==> src/rtl/alu_operand_stage_pkg.sv <==
// Shared encodings, widths and the buffered-entry record for the ALU operand stage.
package alu_operand_stage_pkg;

  localparam int XLEN       = 32;
  localparam int REG_ADDR_W = 5;

  localparam logic [3:0] ALU_ADD  = 4'h0;
  localparam logic [3:0] ALU_SUB  = 4'h1;
  localparam logic [3:0] ALU_AND  = 4'h2;
  localparam logic [3:0] ALU_OR   = 4'h3;
  localparam logic [3:0] ALU_XOR  = 4'h4;
  localparam logic [3:0] ALU_SLL  = 4'h5;
  localparam logic [3:0] ALU_SRL  = 4'h6;
  localparam logic [3:0] ALU_SRA  = 4'h7;
  localparam logic [3:0] ALU_SLT  = 4'h8;
  localparam logic [3:0] ALU_SLTU = 4'h9;

  localparam logic [1:0] OP1_SEL_RS1  = 2'b00;
  localparam logic [1:0] OP1_SEL_PC   = 2'b01;
  localparam logic [1:0] OP1_SEL_ZERO = 2'b10;

  localparam logic OP2_SEL_RS2 = 1'b0;
  localparam logic OP2_SEL_IMM = 1'b1;

  typedef struct packed {
    logic [REG_ADDR_W-1:0] rs1_addr;
    logic [REG_ADDR_W-1:0] rs2_addr;
    logic [XLEN-1:0]       rs1_val;
    logic [XLEN-1:0]       rs2_val;
    logic [XLEN-1:0]       imm;
    logic [XLEN-1:0]       pc;
    logic [1:0]            op1_sel;
    logic                  op2_sel;
    logic [3:0]            opcode;
    logic [REG_ADDR_W-1:0] rd_addr;
  } entry_t;

  // x0 is hardwired, so a writeback aimed at it never replaces a source value.
  function automatic logic [XLEN-1:0] fwd_value(
    input logic                  wb_en,
    input logic [REG_ADDR_W-1:0] wb_addr,
    input logic [XLEN-1:0]       wb_data,
    input logic [REG_ADDR_W-1:0] src_addr,
    input logic [XLEN-1:0]       src_val
  );
    return (wb_en && (wb_addr != '0) && (wb_addr == src_addr)) ? wb_data : src_val;
  endfunction

endpackage

==> src/rtl/alu_operand_stage_if.sv <==
// Decode-side, writeback-side and ALU-side signals of the operand stage.
// Handshake: a beat moves on a rising edge where valid && ready; valid must not depend on ready.
interface alu_operand_stage_if;
  import alu_operand_stage_pkg::*;

  logic                  flush;
  logic                  in_valid;
  logic                  in_ready;
  logic [REG_ADDR_W-1:0] rs1_addr;
  logic [REG_ADDR_W-1:0] rs2_addr;
  logic [XLEN-1:0]       rs1_data;
  logic [XLEN-1:0]       rs2_data;
  logic [XLEN-1:0]       imm;
  logic [XLEN-1:0]       pc;
  logic [1:0]            op1_sel;
  logic                  op2_sel;
  logic [3:0]            alu_opcode_in;
  logic [REG_ADDR_W-1:0] rd_addr_in;
  logic                  wb_en;
  logic [REG_ADDR_W-1:0] wb_addr;
  logic [XLEN-1:0]       wb_data;
  logic                  out_valid;
  logic                  out_ready;
  logic [XLEN-1:0]       op_1;
  logic [XLEN-1:0]       op_2;
  logic [3:0]            opcode;
  logic [REG_ADDR_W-1:0] rd_addr_out;

  modport master (
    output flush, in_valid, rs1_addr, rs2_addr, rs1_data, rs2_data, imm, pc,
           op1_sel, op2_sel, alu_opcode_in, rd_addr_in, wb_en, wb_addr, wb_data, out_ready,
    input  in_ready, out_valid, op_1, op_2, opcode, rd_addr_out
  );

  modport slave (
    input  flush, in_valid, rs1_addr, rs2_addr, rs1_data, rs2_data, imm, pc,
           op1_sel, op2_sel, alu_opcode_in, rd_addr_in, wb_en, wb_addr, wb_data, out_ready,
    output in_ready, out_valid, op_1, op_2, opcode, rd_addr_out
  );

endinterface

==> src/rtl/alu_operand_stage_operand_entry.sv <==
// One buffered instruction: valid bit plus stored operands, refreshed by writeback
// both on load and while held.
module operand_entry
  import alu_operand_stage_pkg::*;
(
  input  logic                  clk,
  input  logic                  reset,
  input  logic                  flush,
  input  logic                  load,
  input  logic                  clear,
  input  entry_t                d,
  input  logic                  wb_en,
  input  logic [REG_ADDR_W-1:0] wb_addr,
  input  logic [XLEN-1:0]       wb_data,
  output logic                  valid,
  output entry_t                q
);

  entry_t d_fwd;
  entry_t q_fwd;

  // Loaded data also passes through forwarding, which covers both a fresh capture
  // and an entry moving up from the skid slot in the same cycle as a writeback.
  always_comb begin
    d_fwd         = d;
    d_fwd.rs1_val = fwd_value(wb_en, wb_addr, wb_data, d.rs1_addr, d.rs1_val);
    d_fwd.rs2_val = fwd_value(wb_en, wb_addr, wb_data, d.rs2_addr, d.rs2_val);
    q_fwd         = q;
    q_fwd.rs1_val = fwd_value(wb_en, wb_addr, wb_data, q.rs1_addr, q.rs1_val);
    q_fwd.rs2_val = fwd_value(wb_en, wb_addr, wb_data, q.rs2_addr, q.rs2_val);
  end

  always_ff @(posedge clk) begin
    if (reset) begin
      valid <= 1'b0;
      q     <= '0;
    end else if (flush) begin
      valid <= 1'b0;
    end else if (load) begin
      valid <= 1'b1;
      q     <= d_fwd;
    end else begin
      if (clear) valid <= 1'b0;
      if (valid) q <= q_fwd;
    end
  end

endmodule

==> src/rtl/alu_operand_stage.sv <==
// Execute-stage input register: main + skid entry with writeback forwarding,
// registered in_ready, and the OP_1/OP_2 select mux fed only from the main entry.
module alu_operand_stage
  import alu_operand_stage_pkg::*;
(
  input logic                 clk,
  input logic                 reset,
  alu_operand_stage_if.slave  bus
);

  entry_t in_entry;
  entry_t main_d;
  entry_t main_q;
  entry_t skid_q;
  logic   main_valid;
  logic   skid_valid;
  logic   in_ready_q;
  logic   main_xfer;
  logic   in_acc;
  logic   main_load;
  logic   skid_load;
  logic   skid_clear;
  logic   skid_valid_next;
  logic   unused_main_addrs;

  always_comb begin
    in_entry          = '0;
    in_entry.rs1_addr = bus.rs1_addr;
    in_entry.rs2_addr = bus.rs2_addr;
    in_entry.rs1_val  = bus.rs1_data;
    in_entry.rs2_val  = bus.rs2_data;
    in_entry.imm      = bus.imm;
    in_entry.pc       = bus.pc;
    in_entry.op1_sel  = bus.op1_sel;
    in_entry.op2_sel  = bus.op2_sel;
    in_entry.opcode   = bus.alu_opcode_in;
    in_entry.rd_addr  = bus.rd_addr_in;
  end

  // Skid is only ever occupied while in_ready is low, so an accept never
  // coincides with a skid-to-main move.
  always_comb begin
    main_xfer       = main_valid & bus.out_ready;
    in_acc          = bus.in_valid & in_ready_q;
    main_load       = (skid_valid & main_xfer) | (in_acc & (~main_valid | main_xfer));
    main_d          = skid_valid ? skid_q : in_entry;
    skid_load       = in_acc & main_valid & ~main_xfer;
    skid_clear      = skid_valid & main_xfer;
    skid_valid_next = skid_load | (skid_valid & ~skid_clear);
  end

  operand_entry u_main (
    .clk     (clk),
    .reset   (reset),
    .flush   (bus.flush),
    .load    (main_load),
    .clear   (main_xfer),
    .d       (main_d),
    .wb_en   (bus.wb_en),
    .wb_addr (bus.wb_addr),
    .wb_data (bus.wb_data),
    .valid   (main_valid),
    .q       (main_q)
  );

  operand_entry u_skid (
    .clk     (clk),
    .reset   (reset),
    .flush   (bus.flush),
    .load    (skid_load),
    .clear   (skid_clear),
    .d       (in_entry),
    .wb_en   (bus.wb_en),
    .wb_addr (bus.wb_addr),
    .wb_data (bus.wb_data),
    .valid   (skid_valid),
    .q       (skid_q)
  );

  always_ff @(posedge clk) begin
    if (reset) begin
      in_ready_q <= 1'b1;
    end else if (bus.flush) begin
      in_ready_q <= 1'b1;
    end else begin
      in_ready_q <= ~skid_valid_next;
    end
  end

  always_comb begin
    bus.op_1 = '0;
    case (main_q.op1_sel)
      OP1_SEL_RS1: bus.op_1 = main_q.rs1_val;
      OP1_SEL_PC:  bus.op_1 = main_q.pc;
      default:     bus.op_1 = '0;
    endcase
    bus.op_2 = (main_q.op2_sel == OP2_SEL_IMM) ? main_q.imm : main_q.rs2_val;
  end

  assign bus.in_ready    = in_ready_q;
  assign bus.out_valid   = main_valid;
  assign bus.opcode      = main_q.opcode;
  assign bus.rd_addr_out = main_q.rd_addr;

  assign unused_main_addrs = ^{main_q.rs1_addr, main_q.rs2_addr};

endmodule

==> src/flat_wrapper.sv <==
// flat-port wrapper written by rule: the top's interface ports become plain ports
module alu_operand_stage_flat import alu_operand_stage_pkg::*;
  (clk, reset, bus_flush, bus_in_valid, bus_rs1_addr, bus_rs2_addr, bus_rs1_data, bus_rs2_data, bus_imm, bus_pc, bus_op1_sel, bus_op2_sel, bus_alu_opcode_in, bus_rd_addr_in, bus_wb_en, bus_wb_addr, bus_wb_data, bus_out_ready, bus_in_ready, bus_out_valid, bus_op_1, bus_op_2, bus_opcode, bus_rd_addr_out);
  alu_operand_stage_if bus_i ();
  input logic clk;
  input logic reset;
  input wire logic [$bits(bus_i.flush)-1:0] bus_flush;
  input wire logic [$bits(bus_i.in_valid)-1:0] bus_in_valid;
  input wire logic [$bits(bus_i.rs1_addr)-1:0] bus_rs1_addr;
  input wire logic [$bits(bus_i.rs2_addr)-1:0] bus_rs2_addr;
  input wire logic [$bits(bus_i.rs1_data)-1:0] bus_rs1_data;
  input wire logic [$bits(bus_i.rs2_data)-1:0] bus_rs2_data;
  input wire logic [$bits(bus_i.imm)-1:0] bus_imm;
  input wire logic [$bits(bus_i.pc)-1:0] bus_pc;
  input wire logic [$bits(bus_i.op1_sel)-1:0] bus_op1_sel;
  input wire logic [$bits(bus_i.op2_sel)-1:0] bus_op2_sel;
  input wire logic [$bits(bus_i.alu_opcode_in)-1:0] bus_alu_opcode_in;
  input wire logic [$bits(bus_i.rd_addr_in)-1:0] bus_rd_addr_in;
  input wire logic [$bits(bus_i.wb_en)-1:0] bus_wb_en;
  input wire logic [$bits(bus_i.wb_addr)-1:0] bus_wb_addr;
  input wire logic [$bits(bus_i.wb_data)-1:0] bus_wb_data;
  input wire logic [$bits(bus_i.out_ready)-1:0] bus_out_ready;
  output wire logic [$bits(bus_i.in_ready)-1:0] bus_in_ready;
  output wire logic [$bits(bus_i.out_valid)-1:0] bus_out_valid;
  output wire logic [$bits(bus_i.op_1)-1:0] bus_op_1;
  output wire logic [$bits(bus_i.op_2)-1:0] bus_op_2;
  output wire logic [$bits(bus_i.opcode)-1:0] bus_opcode;
  output wire logic [$bits(bus_i.rd_addr_out)-1:0] bus_rd_addr_out;
  assign bus_i.flush = bus_flush;
  assign bus_i.in_valid = bus_in_valid;
  assign bus_i.rs1_addr = bus_rs1_addr;
  assign bus_i.rs2_addr = bus_rs2_addr;
  assign bus_i.rs1_data = bus_rs1_data;
  assign bus_i.rs2_data = bus_rs2_data;
  assign bus_i.imm = bus_imm;
  assign bus_i.pc = bus_pc;
  assign bus_i.op1_sel = bus_op1_sel;
  assign bus_i.op2_sel = bus_op2_sel;
  assign bus_i.alu_opcode_in = bus_alu_opcode_in;
  assign bus_i.rd_addr_in = bus_rd_addr_in;
  assign bus_i.wb_en = bus_wb_en;
  assign bus_i.wb_addr = bus_wb_addr;
  assign bus_i.wb_data = bus_wb_data;
  assign bus_i.out_ready = bus_out_ready;
  assign bus_in_ready = bus_i.in_ready;
  assign bus_out_valid = bus_i.out_valid;
  assign bus_op_1 = bus_i.op_1;
  assign bus_op_2 = bus_i.op_2;
  assign bus_opcode = bus_i.opcode;
  assign bus_rd_addr_out = bus_i.rd_addr_out;
  alu_operand_stage u_core (.clk(clk), .reset(reset), .bus(bus_i));
endmodule
==> config.mk <==
export PLATFORM = sky130hd
export DESIGN_NAME = alu_operand_stage_flat
export DESIGN_NICKNAME = d
export VERILOG_FILES = /design/src/rtl/alu_operand_stage_pkg.sv /design/src/rtl/alu_operand_stage_if.sv /design/src/rtl/alu_operand_stage_operand_entry.sv /design/src/rtl/alu_operand_stage.sv /design/src/flat_wrapper.sv
export SDC_FILE = /design/constraint.sdc
export NUM_CORES = 1
export LEC_CHECK = 0
export ABC_AREA = 0
export CAP_MARGIN = 20
export CORE_MARGIN = 10
export CORE_UTILIZATION = 45
export CTS_CLUSTER_SIZE = 40
export DETAILED_ROUTE_END_ITERATION = 7
export PLACE_DENSITY = 0.7
export SLEW_MARGIN = 5
export SYNTH_ARGS = -nofsm -noshare
export SYNTH_HDL_FRONTEND = slang
export SYNTH_SLANG_ARGS = --single-unit
==> constraint.sdc <==
create_clock -name clk -period 4.78 [get_ports clk]
set_clock_uncertainty 0.1 [all_clocks]
set_input_delay 0.478 -clock clk [delete_from_list [all_inputs] [get_ports clk]]
set_output_delay 0.478 -clock clk [all_outputs]
set_load 0.01 [all_outputs]
Yosys cells after proc, flatten, opt, wreduce, memory -nomap -nowiden --
Cells that the tools add are included.
Cells by class: add/subtract/negate cells 0, multipliers 0, divide/modulo/power cells 0, magnitude comparators 0, equal/unequal tests 9, shift-type cells 0, mux-type cells 19, bitwise gates (word level) 15, reductions and logical operators 26
Operator list (number):
- 150-bit 2-to-1 mux | 3
- 32-bit 2-to-1 mux | 9
- 140-bit 2-to-1 mux | 2
- 32-bit case mux with 2 select lines | 1
- 5-bit equality test | 8
- 2-bit nonzero test | 8
- 3-bit AND reduction | 4
- 1-bit logical AND | 9
- 1-bit AND | 7
- 1-bit NOT | 5
- 5-bit nonzero test | 1
- 1-bit 2-to-1 mux | 4
- 2-bit AND reduction | 2
- 1-bit OR | 3
- 2-bit by 1-bit equality test with 1-bit output, second input constant | 1
- 2-bit logical NOT | 1
- 2-bit OR reduction | 1
Storage, ports and cells: flip-flop bits (word level) 303, bits in latches 0, memory bits (writable) 0, memory bits (read-only) 0, input bits 193, output and inout bits 75, word-level logic and storage cells 92, memories kept 0

Depth between registers and ports, before layout --
Gate-level depths: netlist of run 1.
word-level depth 6, gate-level depth with buffers 9, depth with buffers taken out 5

Cells and area by module --
From an unflattened synthesis of run 1, not the netlist that was laid out.
Second synthesis, totals: cell total of the unflattened synthesis 1772, area, all modules 15343.5 um2
By module, submodules not included:
- operand_entry | instances 2, cells each 744, area an instance 6293.5 um2, sequential area each 3022.9 um2
- alu_operand_stage | instances 1, cells each 284, area an instance 2756.4 um2, sequential area each 20.0 um2

Worst setup path after synthesis of run 1 --
OpenSTA, ideal clock, no wires.
path kind in2reg, start input bus_wb_addr[3], end register u_core.u_skid.q[110] (netlist name), setup time 81 ps, arrival 2187 ps, data required time 4599 ps, setup slack 2412 ps, cell stages on the path 8, path buffers 3, cell sequence buf_4 -> or4_4 -> o21a_1 -> a31o_2 -> buf_6 -> buf_6 -> mux2i_1 -> a211oi_2
Between the ends: cells in the longest elaborated chain, start to end 5, elaborated cells on any way between the ends 10, classes of those cells eq/ne (2); mux (2); reduce/logical (6)
RTL lines:
- start, declared | line flat_wrapper.sv:20 | input wire logic [$bits(bus_i.wb_addr)-1:0] bus_wb_addr;
- 5-bit nonzero test | line alu_operand_stage_pkg.sv:46 | return (wb_en && (wb_addr != '0) && (wb_addr == src_addr)) ? wb_data : src_val;
- 1-bit logical AND (2 in a row) | line alu_operand_stage_pkg.sv:46
- 2-bit nonzero test (no line) / 32-bit 2-to-1 mux (equally long branches)
- 3-bit AND reduction (no line) / 150-bit 2-to-1 mux (equally long branches)
- end signal, assigned | line alu_operand_stage_operand_entry.sv:41 | q <= d_fwd;
- end signal, assigned | line alu_operand_stage_operand_entry.sv:44 | if (valid) q <= q_fwd;
- end, declared | line alu_operand_stage_operand_entry.sv:16 | output entry_t q
Several ways; a longest one is shown, not always the timed one. The select of a mux whose other input is x is not followed. A chain may end at the register's enable or synchronous reset.

Worst setup path after layout of run 1 --
start register u_core.u_main.q[10] (netlist name), end output bus_op_1[12]
Between the ends: cells in the longest elaborated chain, start to end 2, elaborated cells on any way between the ends 3, classes of those cells eq/ne (1); mux (1); reduce/logical (1)
RTL lines:
- start, declared | line alu_operand_stage_operand_entry.sv:16
- start signal, assigned | line alu_operand_stage_operand_entry.sv:41
- start signal, assigned | line alu_operand_stage_operand_entry.sv:44
- 2-bit by 1-bit equality test with 1-bit output / 2-bit logical NOT (equally long branches) | line alu_operand_stage.sv:92 | case (main_q.op1_sel)
- 32-bit case mux with 2 select lines * | line alu_operand_stage.sv:92
- end, declared | line flat_wrapper.sv:25 | output wire logic [$bits(bus_i.op_1)-1:0] bus_op_1;
Mark *: on every way between the ends. The rest lies on a longest branch, timed or not.

==> flow_summary.toml, run 1 <==
[die]
ioPinCount = 268
dieArea_sq_mm = 0.0425
start_util = 0.453
fp.dieH_um = 206
row_count = 68
die_width_um = 206
core_region_area_sq_mm = 0.0344

[clock_tree]
numCtsBuffers = 35
cts_tree = "built"
cts.clk_slew.worst_paths_ns = 0.06
clk_latency_ns = 0.51
post_cts_buffers = 0
cts_buffer_depth = 3
cts.sinks = 303
h-tree-depth = 2
cts_hold_buf = 0
cts_root_buffer = "clkbuf_16"
cts.repair.resized = 0

[sta]
finalHoldViolations = 0
worst_slew_pin_slew_ns = 1.15
fin_crit_ns = 3.15
slew_headroom = 0.234
rsz0062_at_grt = "no"
finalMaxSlewViolations = 0
setup_viol_count_final = 0
post-route-period-util = 0.660
setup-tns-final_ns = 0
fmax_ghz = 0.317

[drt]
drtPass1Iterations = 5
via_per_inst = 5.86
route.vias.total = 13900
drc = 0
wirelength_um = 52000
first_iter_violations = 1004
ant_nets = 0
wl_per_cell_um = 21.9

[synth]
synthMuxAreaShare = 0.181
ys_seq_area_frac = 0.389
ys_warn_count = 0
synth_compound_area_frac = 0.235
syn-cell-area_sq_mm = 0.0156
yosys.area_share.simple = 0.109
synth_area_per_cell_sq_um = 8.94
synthDistinctLibCells = 37
synth_top_family_by_area = "compound AO/OA/AOI/OAI gates"
synthCells = 1742
ys_ff_latch = 303
ys.flop_type = "dfxtp_1"
syn_nets = 1935
synth_fa_ha_area_frac = 0
yosys.area_share.xor_xnor = 0.0225
synth_edf_count = 0
async_flop_share = 0

[placement]
dp_cells = 2301
placed_area_sq_mm = 0.0182
place.gp.congestion = 0.891
port_buffers = 267
post-dp-hpwl_um = 35100

[setup_path]
crit_type = "reg -> out"
crit_chain = "mux2i_1 -> nor2_1 -> clkdlybuf4s50_1"
critical_path.max_fanout = 33
worstPathRequired_ns = 4.20
rr_startpoint = "u_core.u_main.valid"
start_kind = "flip-flop"
cp_slowest_cell = "dfxtp_2"
arrival_ns = 2.58
end_kind = "primary output"
worstSetupStartpoint = "u_core.u_main.q[10]"
max_stage_delay_ns = 1.07
critPathTopFamily = "flip-flops"
path_buf_inv = 1

[global_route]
grt_overflow = 0
grt_max_degree = 145
grt_pass1_wl_um = 79100
top_usage_layer = "met2"
use_met1 = 0.294
grt_pass1_vias = 13500
use_met3 = 0.0652
grt_use_total = 0.234
antenna_found_initial = 13
grt_util_met2 = 0.380

[cells_and_area]
final_cell_mix = "dfxtp_1 (300), clkdlybuf4s50_1 (266), mux2i_1 (246), a21oi_1 (215), nand2_1 (174)"
stdcell_area_sq_mm = 0.0195
layout-area-overhead-vs-synth_pct = 24.9
layout.nets = 2076
final_common_cell = "dfxtp_1"
drive_gt1_frac = 0.0965
fin_cells = 2371

[power]
leakage_nw = 6.61
powerDensity_mw_per_mm2 = 330
ir_drop_mv = 0.213
p_total_mw = 6.43

[hold_path]
hp-start = "u_core.u_skid.q[38]"
hold_class = "reg -> reg"

[outcome]
outcome = "completed"

[run]
cap_violations = 0
stage by stage:
| step | utilization | hold WS [ns] | worst slack (ns) |
|---|---|---|---|
| detailed placement | 0.531 | 0.346 | 1.19 |
| global route | 0.566 | 0.370 | 1.51 |
| finish | 0.566 | 0.352 | 1.63 |
| CTS | 0.566 | 0.354 | 1.61 |
| floorplan | - | 0.336 | 2.41 |
| global placement | 0.530 | 0.341 | 1.24 |
worst min-delay path: cells and delay by family, from the launching register on:
kind / cells / cell delay [ns]
AO/OA/AOI/OAI: 1 / 0.05
flip-flops: 1 / 0.30
AND/OR/NAND/NOR: 1 / 0.05
kinds of logic after synthesis:
logic type	count (synthesis)
flip-flops	303
AND/OR/NAND/NOR	415
buffers and inverters	197
XOR/XNOR	40
multiplexers	278
AO/OA/AOI/OAI	509
path summary, 6_finish.rpt:
path,slack [ns],to,cells past startpoint
worst max-delay path,1.63,bus_op_1[12],3
worst min-delay path,0.35,u_core.u_skid.q[38],2
worst max register to register,1.68,u_core.u_skid.q[87],6
worst min register to register,0.35,u_core.u_skid.q[38],2
metal layers:
metal | routed length (um) | vias up
li1 | - | 6652
met1 | 21600 | 6657
met2 | 24600 | 511
met3 | 4590 | 75
met4 | 1140 | 10
met5 | 74 | -
Yosys cell counts (3+ instances only):
master | n | area [sq um]
xor2_1 | 20 | 175
nor2_1 | 155 | 582
nand3_1 | 7 | 35.0
a21oi_1 | 218 | 1090
nand2_1 | 174 | 653
mux2i_1 | 246 | 2460
a32o_1 | 64 | 641
nor3_1 | 66 | 330
buf_2 | 62 | 310
a211oi_1 | 110 | 826
inv_1 | 3 | 11.3
buf_1 | 7 | 26.3
buf_4 | 14 | 105
nand4_1 | 3 | 18.8
dfxtp_1 | 303 | 6070
o211ai_1 | 64 | 480
a211oi_2 | 41 | 513
buf_6 | 15 | 169
xnor2_1 | 20 | 175
clkbuf_1 | 95 | 357
mux2_2 | 32 | 360
cell type report:
type / count / area [sq um]
antenna: 9 / 22.5
clock buffer: 51 / 1070
clock inverter: 10 / 126
fill: 3046 / 14900
inverter: 3 / 11.3
multi-input combinational: 1242 / 8620
sequential: 303 / 6070
tap: 455 / 569
timing repair buffer: 298 / 2970
power by group:
part           switching, mW  internal [mW]
sequential            0.0789           2.62
combinational          0.519          0.438
clock                   1.07           1.71
total                   1.66           4.77
flip-flops by register name, indices dropped and copies added, names as in the netlist:
register / cells
u_core.u_skid.q: 150
u_core.u_skid.valid: 1
u_core.bus.in_ready: 1
u_core.u_main.valid: 1
u_core.u_main.q: 150
No activity file was read; power rests on OpenSTA's default activity.
==> run 2, diff against run 1 <==
- clock period: 4.78 -> 3.1 ns (I/O delays scaled with it)
==> run 2 against run 1 <==
Worst hold slack worse by 0.21 ns; cell count increased by 0.38%; largest power group unchanged; sequential power is 53% higher; wire length up 0.16%; critical endpoint is now bus_op_2[13].
==> flow_summary.toml, run 2 (synthesized netlist as in run 1, its figures left out) <==
[drt]
via_per_inst = 5.90
route.vias.total = 14000
drtPass1Iterations = 5
wirelength_um = 52100
wl_per_cell_um = 21.9
drc = 0
first_iter_violations = 932
ant_nets = 0

[sta]
fin_crit_ns = 2.65
worst_slew_pin_slew_ns = 1.01
slew_headroom = 0.326
setup-tns-final_ns = 0
finalHoldViolations = 0
rsz0062_at_grt = "no"
fmax_ghz = 0.378
post-route-period-util = 0.854
setup_viol_count_final = 0
hold_slack_ns = 0.145
finalMaxSlewViolations = 0

[setup_path]
worstPathRequired_ns = 2.69
start_kind = "flip-flop"
critical_path.max_fanout = 19
crit_chain = "buf_12 -> mux2_2 -> clkdlybuf4s50_1"
reg2reg_slack_ns = 0.58
r2r_cells = 6
timing.rr.end = "u_core.u_skid.q[133]"
crit_type = "reg -> out"
end_kind = "primary output"
cp_slowest_cell = "dfxtp_2"
rr_startpoint = "u_core.u_main.valid"
arrival_ns = 2.24
max_stage_delay_ns = 0.64

[die]
ioPinCount = 268
start_util = 0.453
die_width_um = 206
row_count = 68
core_region_area_sq_mm = 0.0344
dieArea_sq_mm = 0.0425
fp.dieH_um = 206

[placement]
place.gp.congestion = 0.882
post-dp-hpwl_um = 34400
placed_area_sq_mm = 0.0185
port_buffers = 267

[power]
power_switching_mw = 2.65
combPwrFrac = 0.152
netSwitchingFraction = 0.264
pwr-share-seq = 0.413
cellInternalPower_mw = 7.38
powerDensity_mw_per_mm2 = 509
clockPowerShare = 0.435
leakage_nw = 6.68
ir_drop_mv = 0.368

[hold_path]
hold-path-endpoint = "u_core.u_skid.q[70]"
hold_class = "in -> reg"
hp-start = "reset"
whs_path_depth = 2

[global_route]
grt_pass1_wl_um = 79800
grt_pass1_vias = 13800
grt_use_total = 0.235
grt_max_degree = 135
grt_overflow = 0
antenna_found_initial = 8

[cells_and_area]
final_cell_mix = "dfxtp_1 (300), clkdlybuf4s50_1 (266), mux2i_1 (246), a21oi_1 (215), nand2_1 (174)"
layout.nets = 2084
reg_top3 = "u_core.u_main.q x150, u_core.u_skid.q x150"
final_common_cell = "dfxtp_1"
layout-area-overhead-vs-synth_pct = 26.4
drive_gt1_frac = 0.0992
stdcell_area_sq_mm = 0.0197

[clock_tree]
cts_tree = "built"
cts_hold_buf = 0
cts.sinks = 303
cts_buffer_depth = 3
cts.repair.resized = 0
clk_latency_ns = 0.52
cts_root_buffer = "clkbuf_16"
post_cts_buffers = 0
h-tree-depth = 2
cts.clk_slew.worst_paths_ns = 0.06
numCtsBuffers = 37

[outcome]
outcome = "completed"

[run]
cap_violations = 0
[run 2: changes by cell type in the layout (fill, tap and decap cells not counted), moves of 3 or more]
cell | previous run | this run
inv_6 | 0 | 3
clkinvlp_4 | 0 | 4
clkinv_2 | 6 | 3
buf_12 | 5 | 18
clkbuf_8 | 9 | 4
buf_4 | 26 | 19
[run 2: power groups by stage]
stage | Sequential (mW) | Combinational, mW | Clock (mW)
after floorplan | 4.17 | 0.852 | 0
after global placement | 4.22 | 1.48 | 0
after detailed placement | 4.22 | 1.51 | 0
after CTS | 4.14 | 1.52 | 4.43
after global routing | 4.15 | 1.64 | 4.59
final | 4.14 | 1.53 | 4.36
[run 2: worst max-delay path, delay by kind of cell (launching register included)]
| kind | cells | cell delay [ns] |
|---|---|---|
| DFF | 1 | 0.64 |
| buffers and inverters | 2 | 0.74 |
| muxes | 1 | 0.35 |
[run 2: routing by layer]
layer | GRT usage | part of all wire | vias to the layer above
met1 | 0.303 | 0.42 | 6766
met5 | 0 | 0.00050 | -
met3 | 0.0553 | 0.082 | 71
met4 | 0.0662 | 0.018 | 4
met2 | 0.384 | 0.48 | 524
li1 | - | - | 6676
[run 2: how the worst max path moves through the flow]
| stage | startpoint | endpoint | cells past startpoint |
|---|---|---|---|
| after global routing | u_core.u_main.valid | u_core.u_skid.q[133] | 6 |
| after CTS | u_core.u_main.q[9] | bus_op_2[30] | 3 |
| final | u_core.u_main.q[9] | bus_op_2[13] | 3 |
| after detailed placement | bus_wb_addr[0] | u_core.u_main.q[89] | 6 |
| after floorplan | bus_wb_addr[3] | u_core.u_skid.q[110] | 8 |
| after global placement | bus_wb_addr[0] | u_core.u_main.q[89] | 6 |
[run 2: cell type report]
class	count	area, sq um
Antenna cell	10	25.0
Clock buffer	50	1060
Clock inverter	13	161
Fill cell	3042	14700
Inverter	3	11.3
Multi-Input combinational cell	1242	8620
Sequential cell	303	6070
Tap cell	455	569
Timing Repair Buffer	304	3180
[run 2: metrics by stage]
| step | std cells | power (mW) | setup WS [ns] | utilization |
|---|---|---|---|---|
| 6_report | 2380 | 10.0 | 0.453 | 0.573 |
| 5_1_grt | 2374 | 10.4 | 0.360 | 0.573 |
| 4_1_cts | 2370 | 10.1 | 0.439 | 0.572 |
| 3_5_place_dp | 2307 | 5.73 | 0.166 | 0.537 |
| 3_3_place_gp | 2307 | 5.70 | 0.215 | 0.537 |
| 2_1_floorplan | 1742 | 5.03 | 0.900 | - |
==> run 3, diff against run 2 <==
- ABC_CLOCK_PERIOD_IN_PS: default -> 3100
- GPL_ROUTABILITY_DRIVEN: default -> 0
==> results of run 3 <==
The final DEF is identical to that of run 2; final timing and power are the same.
